===== src/rtl/cpu_arb_pkg.sv =====
// cpu_arb_pkg: arbiter state type and the select-width rule shared with the channel mux
package cpu_arb_pkg;

    typedef enum logic {IDLE, GRANT} arb_state_t;

    function automatic int sel_width(input int m);
        return (m <= 1) ? 1 : $clog2(m);
    endfunction

endpackage


===== src/rtl/rr_priority_picker.sv =====
// rr_priority_picker: first requester at or after start (wrapping), optionally skipping one index
module rr_priority_picker
    import cpu_arb_pkg::*;
#(
    parameter int M     = 4,
    parameter int SEL_W = sel_width(M)
) (
    input  logic [M-1:0]     req,
    input  logic [SEL_W-1:0] start,
    input  logic             excl_en,
    input  logic [SEL_W-1:0] excl,
    output logic             found,
    output logic [SEL_W-1:0] winner
);

    localparam logic [SEL_W:0] LP_M = (SEL_W+1)'(M);

    logic [M-1:0]     w_mask;
    logic [M-1:0]     w_rot;
    logic [SEL_W-1:0] w_off;
    logic [SEL_W:0]   w_sum;

    assign w_mask = req & ~(excl_en ? (M'(1) << excl) : '0);
    assign w_rot  = M'({w_mask, w_mask} >> start);

    // find-first on the rotated vector: lowest set bit is the nearest requester after start
    always_comb begin
        found = 1'b0;
        w_off = '0;
        for (int k = M - 1; k >= 0; k--) begin
            if (w_rot[k]) begin
                found = 1'b1;
                w_off = SEL_W'(k);
            end
        end
    end

    assign w_sum  = {1'b0, start} + {1'b0, w_off};
    assign winner = (w_sum >= LP_M) ? SEL_W'(w_sum - LP_M) : w_sum[SEL_W-1:0];

endmodule


===== src/rtl/rr_channel_arbiter.sv =====
// rr_channel_arbiter: round-robin arbiter with hold-time preemption driving a glitch-free mux select/enable
module rr_channel_arbiter
    import cpu_arb_pkg::*;
#(
    parameter  int M        = 4,
    parameter  int MAX_HOLD = 16,
    localparam int SEL_W    = sel_width(M),
    localparam int HC_W     = (MAX_HOLD == 0) ? 1 : $clog2(MAX_HOLD + 1)
) (
    input  logic             clk,
    input  logic             rst,
    input  logic [M-1:0]     req,
    output logic [M-1:0]     grant,
    output logic [SEL_W-1:0] select,
    output logic             enable,
    output logic             busy,
    output logic             preempted
);

    arb_state_t       r_state, w_state;
    logic [SEL_W-1:0] r_ptr, w_ptr;
    logic [SEL_W-1:0] r_sel, w_sel;
    logic [HC_W-1:0]  r_hold, w_hold;
    logic [M-1:0]     r_grant, w_grant;
    logic             r_pre, w_pre;
    logic [SEL_W-1:0] w_nxt;
    logic [SEL_W-1:0] w_start;
    logic [SEL_W-1:0] w_win;
    logic             w_found;
    logic             w_own;

    assign w_own   = req[r_sel];
    assign w_nxt   = (r_sel == SEL_W'(M - 1)) ? '0 : r_sel + 1'b1;
    assign w_start = (r_state == IDLE) ? r_ptr : w_nxt;

    // one picker serves both idle arbitration (from ptr) and handover (after owner, owner excluded)
    rr_priority_picker #(.M(M), .SEL_W(SEL_W)) u_pick (
        .req     (req),
        .start   (w_start),
        .excl_en (r_state == GRANT),
        .excl    (r_sel),
        .found   (w_found),
        .winner  (w_win)
    );

    // next-state: grant, release/handover, hold-limit preemption
    always_comb begin
        w_state = r_state;
        w_ptr   = r_ptr;
        w_sel   = r_sel;
        w_hold  = r_hold;
        w_pre   = 1'b0;
        if (r_state == IDLE) begin
            if (w_found) begin
                w_state = GRANT;
                w_sel   = w_win;
                w_hold  = '0;
            end
        end else if (!w_own) begin
            w_ptr  = w_nxt;
            w_hold = '0;
            w_state = w_found ? GRANT : IDLE;
            w_sel   = w_found ? w_win : '0;
        end else if (MAX_HOLD > 0 && r_hold == HC_W'(MAX_HOLD - 1)) begin
            w_hold = '0;
            if (w_found) begin
                w_sel = w_win;
                w_ptr = w_nxt;
                w_pre = 1'b1;
            end
        end else begin
            w_hold = (MAX_HOLD == 0) ? '0 : r_hold + 1'b1;
        end
        w_grant = (w_state == GRANT) ? (M'(1) << w_sel) : '0;
    end

    // registered state so grant/select/enable never glitch into the mux
    always_ff @(posedge clk or posedge rst) begin
        if (rst) begin
            r_state <= IDLE;
            r_ptr   <= '0;
            r_sel   <= '0;
            r_hold  <= '0;
            r_grant <= '0;
            r_pre   <= 1'b0;
        end else begin
            r_state <= w_state;
            r_ptr   <= w_ptr;
            r_sel   <= w_sel;
            r_hold  <= w_hold;
            r_grant <= w_grant;
            r_pre   <= w_pre;
        end
    end

    assign grant     = r_grant;
    assign select    = r_sel;
    assign enable    = (r_state == GRANT);
    assign busy      = enable;
    assign preempted = r_pre;

endmodule


===== config.mk =====
export PLATFORM = sky130hd
export DESIGN_NAME = rr_channel_arbiter
export DESIGN_NICKNAME = d
export VERILOG_FILES = /design/src/rtl/cpu_arb_pkg.sv /design/src/rtl/rr_priority_picker.sv /design/src/rtl/rr_channel_arbiter.sv
export SDC_FILE = /design/constraint.sdc
export NUM_CORES = 1
export LEC_CHECK = 0
export CAP_MARGIN = 20
export CELL_PAD_IN_SITES_DETAIL_PLACEMENT = 1
export CELL_PAD_IN_SITES_GLOBAL_PLACEMENT = 1
export CORE_ASPECT_RATIO = 1.4
export CORE_MARGIN = 2
export CORE_UTILIZATION = 42
export CTS_CLUSTER_DIAMETER = 30
export CTS_CLUSTER_SIZE = 12
export DETAILED_ROUTE_END_ITERATION = 10
export GPL_TIMING_DRIVEN = 0
export PLACE_DENSITY = 0.78
export SLEW_MARGIN = 20
export SYNTH_ARGS = -nofsm -noshare
export SYNTH_HDL_FRONTEND = slang
export SYNTH_HIERARCHICAL = 1
export SYNTH_SLANG_ARGS = --single-unit

===== constraint.sdc =====
create_clock -name clk -period 3 [get_ports clk]
set_input_delay 0.45 -clock clk [delete_from_list [all_inputs] [get_ports clk]]
set_output_delay 0.45 -clock clk [all_outputs]
set_load 0.02 [all_outputs]

# Word level (Yosys, flattened, before mapping)
# Index checks and enable logic that the tools add are counted.
# word_totals
ff_bits	15
input_bits	6
word_cells	56
# op_classes
add_sub_neg	4
magnitude_cmp	2
n_eq_ne	4
n_shift	3
mux	33
bitwise_logic	2
n_reduce_logical	2
# ops
operator	n
2-bit 2-to-1 mux	15
5-bit 2-to-1 mux	4
1-bit 2-to-1 mux	11
4-bit 2-to-1 mux	2
1-bit by 2-bit left shift with 4-bit output (first input constant)	2
8-bit by 2-bit right shift with 4-bit output	1
5-bit by 1-bit adder with 5-bit output (second input constant)	1
5-bit by 4-bit equality test with 1-bit output (second input constant)	1
4-bit bitwise AND	1
4-bit NOT	1
2-bit by 2-bit adder with 3-bit output	1
3-bit greater-or-equal comparator (second input constant)	1
2-bit by 3-bit < comparator with 1-bit output (second input constant)	1
3-bit AND reduction	1
2-bit by 1-bit adder with 2-bit output (second input constant)	1
1-bit binary-select mux with 2-bit select	1
2-bit equality test (second input constant)	1
2-bit by 1-bit != test with 1-bit output (second input constant)	1
2-bit != test (second input constant)	1
2-bit nonzero test	1
2-bit by 1-bit subtractor with 2-bit output (second input constant)	1

# Longest topological paths before layout
# depth
word_depth	18
mapped_depth	12
mapped_depth_nobuf	11

# Modules after synthesis
# Netlist, hierarchy kept.
# by_module_without_submodules
mod	n_inst	cells_each	area_each_um2	seq_area_each_um2
rr_channel_arbiter	1	79	872.1	375.4
rr_priority_picker	1	26	221.5	0.0

# Worst setup path after synthesis
# OpenSTA, ideal clock, no wires.
# synth_path
path_type	reg-to-reg
start	register r_state (netlist: busy)
end	register r_sel[0] (netlist: select[0])
setup_ps	132
t_arrival_ps	2653
t_required_ps	2868
slack_ps	216
stages_incl_launch_ff	12
n_path_buf	2
cell_sequence	dfrtp_1 > buf_2 > mux2i_1 > buf_6 > and4b_1 > nor3_2 > nor2_1 > a2bb2oi_1 > o22ai_1 > ha_1 > o211ai_1 > or3b_1
# synth_via
elab_cells_between_ends	22
# synth_lines
element	line	source
from (decl)	rr_channel_arbiter.sv:20	arb_state_t r_state, w_state;
from (signal assigned)	rr_channel_arbiter.sv:87	r_state <= w_state;
2-bit 2-to-1 mux (*)	rr_channel_arbiter.sv:34	assign w_start = (r_state == IDLE) ? r_ptr : w_nxt;
via w_start[0]	rr_channel_arbiter.sv:27	logic [SEL_W-1:0] w_start;
8-bit by 2-bit right shift with 4-bit output	rr_priority_picker.sv:24	assign w_rot = M'({w_mask, w_mask} >> start);
2-bit 2-to-1 mux (4 in a row)	rr_priority_picker.sv:31	if (w_rot[k]) begin
2-bit by 2-bit adder with 3-bit output (*)	rr_priority_picker.sv:38	assign w_sum = {1'b0, start} + {1'b0, w_off};
3-bit greater-or-equal comparator or 2-bit by 1-bit subtractor with 2-bit output (tied branches)	rr_priority_picker.sv:39	assign winner = (w_sum >= LP_M) ? SEL_W'(w_sum - LP_M) : w_sum[SEL_W-1:0];
2-bit 2-to-1 mux (*)	rr_priority_picker.sv:39	
via w_win[0]	rr_channel_arbiter.sv:28	logic [SEL_W-1:0] w_win;
2-bit 2-to-1 mux	rr_channel_arbiter.sv:54, rr_channel_arbiter.sv:66	
2-bit 2-to-1 mux	rr_channel_arbiter.sv:64	end else if (MAX_HOLD > 0 && r_hold == HC_W'(MAX_HOLD - 1)) begin
2-bit 2-to-1 mux	rr_channel_arbiter.sv:59	end else if (!w_own) begin
2-bit 2-to-1 mux (*)	rr_channel_arbiter.sv:53	if (r_state == IDLE) begin
via w_sel[0]	rr_channel_arbiter.sv:22	logic [SEL_W-1:0] r_sel, w_sel;
to (signal assigned)	rr_channel_arbiter.sv:89	r_sel <= w_sel;
to (decl)	rr_channel_arbiter.sv:22	
# The timed path passes the listed nets; every way through them passes the cells marked *.
# A chain may end at the register's enable or synchronous reset.

# Worst setup path in the final report
# Ends and elaborated chain as after synthesis.

==> summary.md <==
| Metric | Value |
|---|---|
| Final #Nets | 135 |
| Die ar. | 3030 sq um |
| Min-Delay Startpoint | r_hold[4] |
| GP Congestion | 0.759 |
| Post-synth cell types | 50 |
| Worst-Margin Slew | 0.570 ns |
| Post-synthesis cell count | 105 |
| Final Hold Fails | 0 |
| Worst skew pair latency | 0.28 ns |
| Fmax | 359 MHz |
| Worst hold path type | reg2reg |
| Pre-Repair DR Iteration Count | 4 |
| Slew Limit Fails | 0 |
| Die span in y | 64.4 microns |
| Filler cells | 277 |
| Max cap viols | 0 |
| Initial Util | 44.8% |
| CP max FO | 10 |
| Cts bufs inserted | 3 |
| H-tree depth | 1 |
| Async set-reset flop share out of synthesis | 100% |
| Die Wd | 47.1 microns |
| Largest area contributor in the netlist | dfrtp_1 |
| Clock transition at path regs | 0.08 ns |
| WL final | 2530 microns |
| First-pass GRT wire length | 4370 microns |
| Synthesized Nets | 114 |
| Prevailing post-synth register cell | dfrtp_1 |
| Root Buffer | clkbuf_4 |
| Fin worst setup slack | 0.216 ns |
| Outcome | complete, no violations |
| Area growth, synth to finish | 22.2% |
| DR iter-0 viols | 12 |
| Port Buffers | 14 |
| Setup TNS | 0 ns |
| Layout cell share with drive strength beyond 1 | 24.8% |
| Vias in the first global route | 931 |
| Kind of critical path | reg2reg |
| Post-route cell area | 1340 sq um |
| Dpl ws | -0.118 ns |
| Slew headroom | 62.0% |
| N_diodes | 0 |
| CTS tree | yes |
| Setup crit end kind | flip-flop |
| RSZ-0062 raised after global routing | no |
| Commonest cells after routing, fill and taps aside | clkdlybuf4s50_1, dfrtp_1, nor2_1 |
| I/O pin cnt | 15 |
| Register area share after synthesis | 34.3% |
| Final min period | 2.78 ns |
| Hold-fix buffers at CTS | 0 |
| Largest net degree at the start of global routing | 16 |
| Yosys warns | 6 |
| Placed Area | 1280 sq um |
| Syn Area/Cell | 10.4 sq um |
| Startpoint type of the worst setup path | flip-flop |
| Core region area | 2440 sq um |
| WP data arrival | 2.95 ns |
| Mapped Area | 1090 sq um |
| Vias per inst | 5.61 |
| Wire per inst | 15.9 microns |
| Endpoints failing setup | 0 |
| Yosys reg bits | 15 |
| WP data required | 3.16 ns |
| GRT Util Overall | 19.7% |
| Post-synth EDFFs | 0 |
| Synth area leaders | dfrtp_1, mux2i_1, buf_6 |
| Gr ovfl total | 0 |
| Setup crit start | busy |
| Clock sink count | 15 |
| Share of Yosys cell area claimed by the top area cell type | 34.3% |
| Period utilization | 92.8% |
| Final ANT Viol Nets | 0 |
| RR Startpoint | busy |
| Clock Skews | 0.00333 ns |
| Commonest non-fill, non-tap cell in the layout | clkdlybuf4s50_1 |
| DRC errors left | 0 |
| Hold slack | 0.492 ns |
| Clock tree buffer depth | 2 |
| Post-DP HPWL | 1920 microns |
| Initial antenna violation count | 0 |
| Standard-cell rows | 21 |
| Vias | 892 |
[Yosys cell counts, types with 2 or more instances]
library cell and instances:
nor2_1 6, nor3_2 2, a21oi_1 4, o21ai_1 2, nor2b_1 3, nor3_1 2
a31oi_1 3, nand2b_1 3, buf_6 4, ha_1 3, o22ai_1 2, mux2_2 4
nand2_1 5, and4b_1 3, dfrtp_1 15, mux2i_1 6, inv_1 5
[final timing paths]
kind | end | slack [ns] | depth (start not counted)
hold reg to reg | r_hold[4] | 0.49 | 1
setup / recovery | select[0] | 0.22 | 11
setup reg to reg | select[0] | 0.22 | 11
min in group asynchronous | grant[3] | 0.52 | 2
max in group asynchronous | busy | 2.08 | 2
hold / removal | r_hold[4] | 0.49 | 1
[per-stage QoR]
step / utilization, % / cells
finish: 54.7 / 159
CTS: 53.5 / 157
global placement: 52.2 / 153
detailed placement: 52.2 / 153
global route: 54.7 / 159
floorplan: - / 105
[sequential cells by signal, indices dropped and copies added (netlist names)]
signal	flops
busy	1
preempted	1
r_ptr	2
r_hold	5
select	2
grant	4
[cells by family after synthesis]
kind of cell | Yosys count | share of synthesized area [%]
simple gates | 36 | 22.0
compound gates | 24 | 17.4
flops | 15 | 34.3
buf+inv | 12 | 7.32
mux | 12 | 12.2
fa+ha+maj | 4 | 4.46
xor+xnor | 2 | 2.29
[worst max-delay path, cell delays in order, from the launching register on]
cell and delay [ns]:
dfrtp_2 0.37, buf_4 0.18, mux2i_2 0.27, buf_6 0.18, and4b_1 0.22, nor3_2 0.21
nor2_1 0.07, a2bb2oi_1 0.13, o22ai_1 0.17, ha_1 0.31, o211ai_1 0.17, or3b_1 0.38
[layout make-up]
| cell class | instances | area, sq um | share of cell area [%] |
|---|---|---|---|
| inverter | 5 | 18.8 | 1.40 |
| buffer | 7 | 65.1 | 4.87 |
| sequential | 15 | 378 | 28.3 |
| clock buffer | 4 | 26.3 | 1.97 |
| tap | 34 | 42.5 | 3.18 |
| multi-input combinational | 78 | 651 | 48.7 |
| timing repair buffer | 16 | 155 | 11.6 |
[layer usage]
metal | GRT usage (%) | wire length (microns)
met1 | 23.1 | 986
met2 | 35.4 | 1450
met3 | 1.13 | 39
met4 | 7.29 | 48
met5 | 0 | 0
[repair_timing]
action | in CTS | in global routing
setup endpoints to repair | 5 | 5
pin swaps | 0 | 0
buffers inserted | 0 | 2
resized for setup | 3 | 5
Power is not shown: default switching activity piles up to over one toggle a cycle in this logic, so the estimate is an artifact.
